File: src/rtl/sc_game_sequencer.sv
// sc_game_sequencer: Frogger game sequencer owning level/lives, the level-dependent
// lane shift tick and the lane clear/load strobes.
module sc_game_sequencer #(
    parameter int LIVES_INIT   = 3,
    parameter int NUM_LEVELS   = 4,
    parameter int LVL_W        = 2,
    parameter int BASE_PERIOD  = 25000000,
    parameter int PERIOD_STEP  = 5000000,
    parameter int MIN_PERIOD   = 2500000,
    parameter int PAUSE_CYCLES = 50000000,
    parameter int CNT_W        = 26
) (
    input  logic             SC_GAMESEQ_CLOCK_50,
    input  logic             SC_GAMESEQ_RESET_InLow,
    input  logic             SC_GAMESEQ_startButton_InLow,
    input  logic             SC_GAMESEQ_collision_InLow,
    input  logic             SC_GAMESEQ_goal_InLow,
    output logic             SC_GAMESEQ_clear_OutLow,
    output logic             SC_GAMESEQ_load_OutLow,
    output logic             SC_GAMESEQ_shiftTick_Out,
    output logic [LVL_W-1:0] SC_GAMESEQ_level_Out,
    output logic [2:0]       SC_GAMESEQ_lives_Out,
    output logic             SC_GAMESEQ_playing_Out,
    output logic             SC_GAMESEQ_gameOver_Out,
    output logic             SC_GAMESEQ_win_Out
);
    typedef enum logic [2:0] {
        IDLE      = 3'd0,
        LOAD      = 3'd1,
        PLAY      = 3'd2,
        HIT       = 3'd3,
        LEVEL_UP  = 3'd4,
        GAME_OVER = 3'd5,
        WIN       = 3'd6
    } state_t;

    state_t           state;
    logic [CNT_W-1:0] presc, pause, period_m1;
    logic [31:0]      step_total, period;
    logic [LVL_W-1:0] level;
    logic [2:0]       lives;
    logic             start_prev, press, tick, pause_end, presc_end;

    always_comb begin
        step_total = 32'(level) * 32'(PERIOD_STEP);
        period     = (step_total >= 32'(BASE_PERIOD - MIN_PERIOD)) ? 32'(MIN_PERIOD)
                                                                    : 32'(BASE_PERIOD) - step_total;
        period_m1  = CNT_W'(period - 32'd1);
        press      = start_prev & ~SC_GAMESEQ_startButton_InLow;
        pause_end  = pause == CNT_W'(PAUSE_CYCLES - 1);
        presc_end  = presc == period_m1;
    end

    // The tick is registered, so it appears P cycles after PLAY entry and never leaks out of PLAY.
    always_ff @(posedge SC_GAMESEQ_CLOCK_50) begin
        if (!SC_GAMESEQ_RESET_InLow) begin
            state      <= IDLE;
            lives      <= 3'(LIVES_INIT);
            level      <= '0;
            presc      <= '0;
            pause      <= '0;
            start_prev <= 1'b1;
            tick       <= 1'b0;
        end else begin
            start_prev <= SC_GAMESEQ_startButton_InLow;
            tick       <= 1'b0;
            case (state)
                IDLE: if (press) state <= LOAD;
                LOAD: begin
                    presc <= '0;
                    state <= PLAY;
                end
                PLAY: begin
                    if (!SC_GAMESEQ_collision_InLow) begin
                        state <= HIT;
                        pause <= '0;
                        lives <= (lives == 3'd0) ? 3'd0 : lives - 3'd1;
                    end else if (!SC_GAMESEQ_goal_InLow) begin
                        state <= LEVEL_UP;
                        pause <= '0;
                    end else begin
                        presc <= presc_end ? '0 : presc + 1'b1;
                        tick  <= presc_end;
                    end
                end
                HIT: begin
                    if (pause_end) state <= (lives == 3'd0) ? GAME_OVER : LOAD;
                    else pause <= pause + 1'b1;
                end
                LEVEL_UP: begin
                    if (!pause_end) pause <= pause + 1'b1;
                    else if (level == LVL_W'(NUM_LEVELS - 1)) state <= WIN;
                    else begin
                        level <= level + 1'b1;
                        state <= LOAD;
                    end
                end
                GAME_OVER, WIN: begin
                    if (press) begin
                        lives <= 3'(LIVES_INIT);
                        level <= '0;
                        state <= LOAD;
                    end
                end
                default: state <= IDLE;
            endcase
        end
    end

    assign SC_GAMESEQ_clear_OutLow  = !(state == IDLE || state == GAME_OVER || state == WIN);
    assign SC_GAMESEQ_load_OutLow   = state != LOAD;
    assign SC_GAMESEQ_shiftTick_Out = tick;
    assign SC_GAMESEQ_level_Out     = level;
    assign SC_GAMESEQ_lives_Out     = lives;
    assign SC_GAMESEQ_playing_Out   = state == PLAY;
    assign SC_GAMESEQ_gameOver_Out  = state == GAME_OVER;
    assign SC_GAMESEQ_win_Out       = state == WIN;
endmodule
File: config.mk
export PLATFORM = sky130hd
export DESIGN_NAME = sc_game_sequencer
export DESIGN_NICKNAME = d
export VERILOG_FILES = /design/src/rtl/sc_game_sequencer.sv
export SDC_FILE = /design/constraint.sdc
export NUM_CORES = 1
export LEC_CHECK = 0
export BUFFER_PORTS_ARGS = -buffer_cell sky130_fd_sc_hd__buf_2
export CAP_MARGIN = 15
export CORE_ASPECT_RATIO = 0.9
export CORE_MARGIN = 2
export CORE_UTILIZATION = 50
export CTS_CLUSTER_SIZE = 14
export DETAILED_ROUTE_END_ITERATION = 10
export GPL_TIMING_DRIVEN = 0
export PLACE_DENSITY = 0.76
export SLEW_MARGIN = 20
export SYNTH_ARGS = -nofsm -noshare
export SYNTH_HDL_FRONTEND = slang
export SYNTH_SLANG_ARGS = --single-unit
export TNS_END_PERCENT = 20
File: constraint.sdc
create_clock -name SC_GAMESEQ_CLOCK_50 -period 4.45 [get_ports SC_GAMESEQ_CLOCK_50]
set_input_delay 0.2225 -clock SC_GAMESEQ_CLOCK_50 [delete_from_list [all_inputs] [get_ports SC_GAMESEQ_CLOCK_50]]
set_output_delay 0.2225 -clock SC_GAMESEQ_CLOCK_50 [all_outputs]
set_load 0.005 [all_outputs]
# Word level (Yosys, flattened, before mapping)
# Index checks and enable logic that the tools add are counted.
[totals]
reg_bits = 62
input_bits = 5
output_inout_bits = 11
wordCells = 80
[classes]
add_sub_neg = 6
mul = 1
magnitude_cmp = 1
eq_ne = 20
muxes = 25
bitwise = 2
reduce_logical = 18
[ops]
columns = ["operator", "count"]
rows = [
  ["$mux W26", 7],
  ["$pmux W26 S2", 2],
  ["$add A26 B1 Y26 const B", 2],
  ["$mux W3", 10],
  ["$eq A26 B26 Y1", 1],
  ["$eq A26 B26 Y1 const B", 1],
  ["$sub A25 B25 Y26 const A", 1],
  ["$sub A26 B1 Y26 const B", 1],
  ["$ge A25 B25 Y1 const B", 1],
  ["$mul A2 B17 Y19 const B", 1],
  ["$ne A2 B2 Y1 const B", 8],
  ["$pmux W3 S5", 1],
  ["$reduce_and A4 Y1", 3],
  ["$eq A3 B3 Y1 const B", 3],
  ["$reduce_and A3 Y1", 3],
  ["$reduce_bool A2 Y1", 4],
  ["$eq A3 B2 Y1 const B", 2],
  ["$logic_not A3 Y1", 2],
  ["$mux W2", 3],
  ["$pmux W3 S2", 1],
  ["$pmux W2 S2", 1],
  ["$reduce_or A2 Y1", 2],
  ["$eq A3 B1 Y1 const B", 1],
  ["$ne A3 B1 Y1 const B", 1],
  ["other kinds (10)", 11],
]

# Logic depth before layout (Yosys ltp)
# Gate-level depths: netlist of the first run.
[depth]
depth_word = 9
mapped_depth = 12
ltp_nobuf = 9

# Worst setup path before layout of the first run
# OpenSTA, ideal clock, no wires.
[synth_timing]
path_kind = "register to register"
from = "reg level[0] (netlist: SC_GAMESEQ_level_Out[0])"
to = "reg presc[12]"
setup_ns = 0.114
arrival_ns = 2.844
required_ns = 4.336
setup_slack_ns = 1.492
path_stages_with_launch = 12
n_path_buf = 3
period_less_slack_ns = 2.958
path_cell_list = "dfxtp_1 clkbuf_1 inv_1 ha_1 buf_6 or4b_4 a2111o_1 and3b_1 a31o_4 buf_6 o21ai_0 a21o_1"
[synth_via]
elab_chain_len = 9
elab_cells_between_ends = 10
classes_between = "2 x add/sub; 1 x mul; 1 x order compare; 1 x eq/ne; 5 x mux"
[synth_rtl]
columns = ["element", "line_no", "text"]
rows = [
  ["start, declared", "40", "logic [LVL_W-1:0] level;"],
  ["start signal, assigned", "94", "level <= level + 1'b1;"],
  ["$mul A2 B17 Y19 *", "45", "step_total = 32'(level) * 32'(PERIOD_STEP);"],
  ["$sub A25 B25 Y26 or $ge A25 B25 Y1 (tied branches)", "47, 46", ""],
  ["$mux W26 *", "46", "period = (step_total >= 32'(BASE_PERIOD - MIN_PERIOD)) ? 32'(MIN_PERIOD)"],
  ["$sub A26 B1 Y26 *", "48", "period_m1 = CNT_W'(period - 32'd1);"],
  ["$eq A26 B26 Y1 *", "51", "presc_end = presc == period_m1;"],
  ["$mux W26 *", "82", "presc <= presc_end ? '0 : presc + 1'b1;"],
  ["$mux W26 *", "78", "end else if (!SC_GAMESEQ_goal_InLow) begin"],
  ["$mux W26 *", "74", "if (!SC_GAMESEQ_collision_InLow) begin"],
  ["$pmux W26 S2 *", "67", "case (state)"],
  ["end signal, assigned", "82", ""],
  ["end, declared", "38", "logic [CNT_W-1:0] presc, pause, period_m1;"],
]
# Every way passes the cells marked *; elsewhere a longest branch is shown, timed or not. The select of a mux whose other input is x is not followed.
# A chain may end at the register's enable or synchronous reset.

# Worst setup path in the final report of the first run
[layout_timing]
from = "reg level[0] (netlist: SC_GAMESEQ_level_Out[0])"
to = "reg presc[21]"
# Same word-level chain as after synthesis.

==> metrics.md, run 1 <==
| Metric | Value |
|---|---|
| Status | `finished, final reports clean` |
| Cell taking the most area after synthesis | `dfxtp_1` |
| Final ANT Viol Nets | `0` |
| Hold_buf cts | `0` |
| Synth top area share | `33.8%` |
| Clock sink count | `62` |
| # DRC | `0` |
| FP Rows | `29` |
| Largest net degree at the start of global routing | `14` |
| Final setup vio count | `0` |
| Num CTS Buffers | `9` |
| ANT cells | `0` |
| Hold Startpoint | `SC_GAMESEQ_startButton_InLow` |
| Post-CTS Setup Bufs | `0` |
| Vias | `3361` |
| Share of layout cells above drive strength 1 | `9.32%` |
| Worst path arrival time | `3610 ps` |
| First-pass GRT wire length | `14000 um` |
| R2R depth | `11` |
| H-tree level count | `3` |
| Power density over the cells | `362 nW/um^2` |
| Worst Tran Pin Value | `685 ps` |
| Detailed placement HPWL | `5980 um` |
| Post-synthesis sequential area ratio | `33.8%` |
| Initial Util | `52.0%` |
| Skew final | `11.2 ps` |
| Routed len/inst | `14.5 um` |
| Post-CTS Resized | `0` |
| Grt total ovfl | `0` |
| Syn Nets | `469` |
| Core area | `7080 sq um` |
| Fin area | `4100 sq um` |
| Main synth FF type | `dfxtp_1` |
| Top cells by area, synth | `dfxtp_1 34%, xnor2_1 5.5%, nor2_1 5.2%, ha_1 4.1%, o21ai_0 3.9%` |
| Hold Slack | `98.0 ps` |
| Root Buffer | `clkbuf_8` |
| Worst Setup SP | `SC_GAMESEQ_level_Out[0]` |
| RSZ-0062 raised after global routing | `no` |
| Vias per cell | `5.84` |
| Setup TNS | `0 ps` |
| R2R Path Start | `SC_GAMESEQ_level_Out[0]` |
| Worst setup path endpoint | `presc[21]` |
| FFs w/ async S/R, synth | `0%` |
| Leakage power | `1.53 nW` |
| TritonCTS clock tree | `built` |
| Clk slew on worst S/H paths | `80 ps` |
| Yosys warning count | `0` |
| Die Wd | `94.4 um` |
| Routed WL | `8380 um` |
| Clock buffer depth | `2` |
| Fmax | `0.297 GHz` |
| Critical path class | `reg -> reg` |
| Die Y | `85.4 um` |
| Layout Utilization | `57.9%` |
| Cells after synthesis | `452` |
| Clk_lat worst skew | `350 ps` |
| Initial DRC Count | `257` |
| Buffers on Ports | `15` |
| Fin crit share | `75.6%` |
| CP endpoint kind | `flop` |
| VDD IR-drop max | `0.208 mV` |
| Routability congestion estimate | `0.919` |
| Fillcell total | `650` |
| IO Count | `16` |
| Slew headroom | `54.3%` |
| Yosys reg bits | `62` |
| Die area | `8060 sq um` |
| R2R setup slack | `1090 ps` |
| Power Total | `0.00148 W` |
| Worst setup SP type | `flop` |
| Post-synth EDFFs | `0` |
| Post-Syn Area | `3680 sq um` |
| Initial antenna violation count | `0` |
| Global-route usage over all layers | `21.6%` |
| Hold Path Class | `in -> reg` |
| CP Max Fanout | `10` |
| R2R Path End | `presc[21]` |
| CP required | `4690 ps` |
| Min cycle time layout | `3360 ps` |
| Synth unique cells | `59` |
| Max Cap Viol | `0` |
| Slew Limit Fails | `0` |
| Cell Area, Placed | `3870 sq um` |
| Synth-to-layout area growth | `11.4%` |
| Syn_area_per_cell | `8.14 sq um` |
| Final hold viol count | `0` |
| Vias in the first global route | `3060` |
| DR pass1 iterations | `6` |
| Final #Nets | `495` |
kinds of logic (layout without fill, tap and decap cells):
logic type | count (synthesis) | count (layout) | synth area share [%]
muxes | 4 | 4 | 1.12
DFF | 62 | 62 | 33.8
AOI/OAI and AO/OA | 89 | 89 | 16.0
buffers and inverters | 30 | 61 | 3.74
xor gates and xnor gates | 37 | 37 | 8.81
adders and majority gates | 12 | 12 | 4.08
and+or+nand+nor | 218 | 218 | 32.5
worst min-delay path by stage:
| stage | end | slack, ps | cells after the start |
|---|---|---|---|
| CTS | start_prev | 90 | 2 |
| global placement | start_prev | 440 | 2 |
| detailed placement | start_prev | 450 | 2 |
| floorplan | start_prev | 320 | 1 |
| finish | start_prev | 100 | 2 |
| global route | start_prev | 90 | 2 |
synthesized netlist by cell type (3+ instances only):
library cell and instances:
nor3_1 16, clkbuf_1 13, and3b_1 3, nor4b_1 5
o21ai_0 29, and3_1 6, a31oi_1 4, a21o_1 13
nand2_1 31, xnor2_1 23, dfxtp_1 62, a21oi_1 15
ha_1 12, xor2_1 14, nand3b_1 4, nand3_1 26
nor2b_1 8, o31ai_1 3, and4_1 4, nor2_1 51
nand4_1 9, nor3b_1 12, and2_1 6, or3_1 8
nand2b_1 10, o211ai_1 3, inv_1 10, nor4_1 8
mux2i_1 3
per-layer routing:
metal,GRT usage [%],up-vias,share of wire (%)
li1,-,1676,-
met1,29.0,1610,48
met2,34.9,69,47
met3,4.26,6,4.0
met4,7.38,0,0.87
met5,0,-,0
registers in the layout, indices dropped and copies added (netlist names):
signal / cells
pause: 26
presc: 26
SC_GAMESEQ_lives_Out: 3
state: 3
SC_GAMESEQ_level_Out: 2
SC_GAMESEQ_shiftTick_Out: 1
start_prev: 1
per-stage QoR:
| step | setup slack (ps) | cells |
|---|---|---|
| floorplan | 1490 | 452 |
| global placement | 1180 | 560 |
| detailed placement | 1100 | 560 |
| CTS | 1090 | 576 |
| global route | 948 | 576 |
| finish | 1090 | 576 |
layout by cell type (no fill, tap or decap), types with 3 or more instances in the layout:
cell      netlist  layout
and4_1          4       4
inv_6           0       4
nand4_1         9       9
and2_1          6       6
a21oi_1        15      15
and3b_1         3       3
clkbuf_8        0       9
nand2b_1       10      10
o31ai_1         3       3
ha_1           12      12
nor2b_1         8       8
or3_1           8       8
nor3b_1        12      12
xor2_1         14      14
nor3_1         16      16
o211ai_1        3       3
mux2i_1         3       3
buf_2           2      17
a21o_1         13      13
clkbuf_1       13      13
nand3b_1        4       4
nand3_1        26      26
inv_1          10      10
nand2_1        31      31
nor4_1          8       8
xnor2_1        23      23
o21ai_0        29      29
nor4b_1         5       5
dfxtp_1        62      62
nor2_1         51      51
a31oi_1         4       4
and3_1          6       6
worst max-delay path: stages (launching register included):
cell and delay (ps):
dfxtp_1 430, clkbuf_1 360, inv_1 200, ha_1 260, buf_6 140, or4b_4 530, a2111o_1 440, and3b_1 240
a31o_4 220, buf_6 150, o21ai_0 90, a21o_1 200
final cells by class:
type / instances / area, sq um / area share (%)
multi-input combinational: 360 / 2300 / 56.1
sequential: 62 / 1240 / 30.3
clock buffer: 9 / 124 / 3.02
tap: 93 / 116 / 2.84
clock inverter: 7 / 103 / 2.51
buffer: 20 / 100 / 2.44
timing repair buffer: 15 / 75.1 / 1.83
inverter: 10 / 37.5 / 0.917
where the power goes:
group          internal [W]  switching [W]  total, W
sequential         0.000575      0.0000193  0.000594
clock              0.000323       0.000255  0.000578
combinational      0.000107       0.000206  0.000312
total               0.00100       0.000480   0.00148
(Power assumes the default switching activity.)
==> run 2, diff against run 1 <==
- PLACE_DENSITY: 0.76 -> 0.78
- clock period: 4.45 -> 2.8 ns (I/O delays scaled with it)
==> run 2 against run 1 <==
Effect of this change:
- clock skew is essentially flat
- non-clock buffer count increased by 14
- combinational power is 64% higher
- critical path type unchanged
- largest cell class unchanged
- highest routed layer unchanged
==> metrics.md, run 2 (synthesis gave the netlist of run 1 again) <==
| Metric | Value |
|---|---|
| Status | `finished, final reports clean` |
| Vias | `3531` |
| Largest net degree at the start of global routing | `13` |
| Initial antenna violation count | `0` |
| Commonest non-fill, non-tap cell in the layout | `dfxtp_1` |
| Clk_lat worst skew | `340 ps` |
| Pre-CTS worst setup slack | `-223 ps` |
| Most frequent cells in the layout | `60 x dfxtp_1, 51 x nor2_1, 31 x nand2_1, 28 x o21ai_0, 26 x nand3_1` |
| Largest registers | `pause x26, presc x26` |
| ANT cells | `0` |
| Slew headroom | `56.8%` |
| Hold Slack | `12.8 ps` |
| Worst Setup SP | `SC_GAMESEQ_level_Out[1]` |
| Vias in the first global route | `3259` |
| Sw Share | `33.3%` |
| Initial Util | `52.0%` |
| Share of layout cells above drive strength 1 | `14.1%` |
| Max Cap Viol | `0` |
| Hold Path Class | `in -> reg` |
| H-tree level count | `3` |
| TritonCTS clock tree | `built` |
| Root Buffer | `clkbuf_8` |
| Leakage power | `1.60 nW` |
| Die Y | `85.4 um` |
| Clock power share | `35.2%` |
| Clock sink count | `62` |
| Detailed placement HPWL | `6070 um` |
| Final #Nets | `510` |
| Clock buffer depth | `2` |
| Crit-path slowest cell | `ha_1` |
| R2R Path Start | `SC_GAMESEQ_level_Out[1]` |
| Synth-to-layout area growth | `16.3%` |
| Routed len/inst | `15.5 um` |
| CP endpoint kind | `flop` |
| Grt total ovfl | `0` |
| Skew final | `11.1 ps` |
| First-pass GRT wire length | `15100 um` |
| Core area | `7080 sq um` |
| Hold_buf cts | `0` |
| IO Count | `16` |
| Die Wd | `94.4 um` |
| Final ANT Viol Nets | `0` |
| Routability congestion estimate | `0.932` |
| CP Max Fanout | `5` |
| Worst path arrival time | `3020 ps` |
| P_sw | `0.000748 W` |
| VDD IR-drop max | `0.404 mV` |
| Fin crit share | `99.8%` |
| Internal power | `0.00150 W` |
| Flop pwr share | `41.9%` |
| Hold Startpoint | `SC_GAMESEQ_startButton_InLow` |
| Die area | `8060 sq um` |
| Min cycle time layout | `2800 ps` |
| FP Rows | `29` |
| Fin worst setup slack | `4.84 ps` |
| Clk slew on worst S/H paths | `70 ps` |
| DR pass1 iterations | `5` |
| Critical path, cell by cell | `inv_1 > ha_1 > nand2b_1 > nor3b_1 > xnor2_1 > a2111oi_4 > a31o_4 > buf_6 > nor2_1 > a211o_1` |
| Critical path class | `reg -> reg` |
| Buffers on Ports | `15` |
| Fmax | `0.358 GHz` |
| Final hold viol count | `0` |
| Worst Tran Pin Value | `647 ps` |
| Power density over the cells | `526 nW/um^2` |
| Routed WL | `9160 um` |
| # DRC | `0` |
| Initial DRC Count | `260` |
| Setup TNS | `0 ps` |
| CP required | `3030 ps` |
| Num CTS Buffers | `9` |
| Fin area | `4280 sq um` |
| RSZ-0062 raised after global routing | `yes` |
| Slew Limit Fails | `0` |
| Global-route usage over all layers | `23.5%` |
| Cell Area, Placed | `3880 sq um` |
| Final setup vio count | `0` |
| Worst setup SP type | `flop` |
| Comb power frac | `22.8%` |
| Vias per cell | `5.97` |
| CP max stage delay | `400 ps` |
==> run 2: cell count changes in the layout (fill, tap and decap cells not counted), sizes merged <==
cell	previous run	this run
buf	22	36
clkinv	0	4
inv	14	11
a31o	1	2
bufinv	2	1
==> run 2: worst max-delay path: cells and delay by family (launching register included) <==
family | cells | cell delay (ps)
AO/OA/AOI/OAI | 3 | 950
AND/OR/NAND/NOR | 3 | 430
adder cells (fa/ha/maj) | 1 | 400
buffers and inverters | 2 | 370
flip-flops | 1 | 360
XOR/XNOR | 1 | 160
==> run 2: timing repair <==
action / in CTS / in global routing
endpoints found under the setup margin: 24 / 18
buffers inserted: 8 / 6
resized for setup: 11 / 11
hold endpoints to repair: 0 / 0
pin swaps: 2 / 9
cloned: 2 / 0
==> run 2: power groups by stage <==
stage               combinational [W]  sequential, W  clock [W]
finish                       0.000513       0.000943   0.000792
global route                 0.000574       0.000946   0.000853
CTS                          0.000502       0.000942   0.000805
detailed placement           0.000493       0.000964          0
global placement             0.000484       0.000962          0
floorplan                    0.000364       0.000957          0
==> run 2: cell type report <==
| cell class | count | area, sq um |
|---|---|---|
| clock inverter | 7 | 73.8 |
| tap | 93 | 116 |
| fill | 597 | 2800 |
| sequential | 62 | 1250 |
| buffer | 19 | 110 |
| timing repair buffer | 30 | 191 |
| inverter | 10 | 40.0 |
| multi-input combinational | 361 | 2370 |
| clock buffer | 9 | 124 |
==> run 2: through the flow <==
step | utilization (%) | cells | total power (W)
5_1_grt | 60.4 | 591 | 0.00237
6_report | 60.4 | 591 | 0.00225
4_1_cts | 59.4 | 586 | 0.00225
3_5_place_dp | 54.9 | 560 | 0.00146
3_3_place_gp | 54.9 | 560 | 0.00145
2_1_floorplan | - | 452 | 0.00132
==> run 2: routing by layer <==
| metal | part of all wire [%] | GRT usage [%] | vias up |
|---|---|---|---|
| li1 | - | - | 1709 |
| met1 | 45 | 30.6 | 1684 |
| met2 | 47 | 38.0 | 117 |
| met3 | 6.0 | 5.60 | 21 |
| met4 | 2.1 | 8.30 | 0 |
| met5 | 0 | 0 | - |
==> run 2: final timing paths <==
check / slack, ps / to / cells after the start
min: 10 / start_prev / 2
max: 5 / presc[7] / 10
min reg2reg: 490 / pause[22] / 2
max reg2reg: 5 / presc[7] / 10
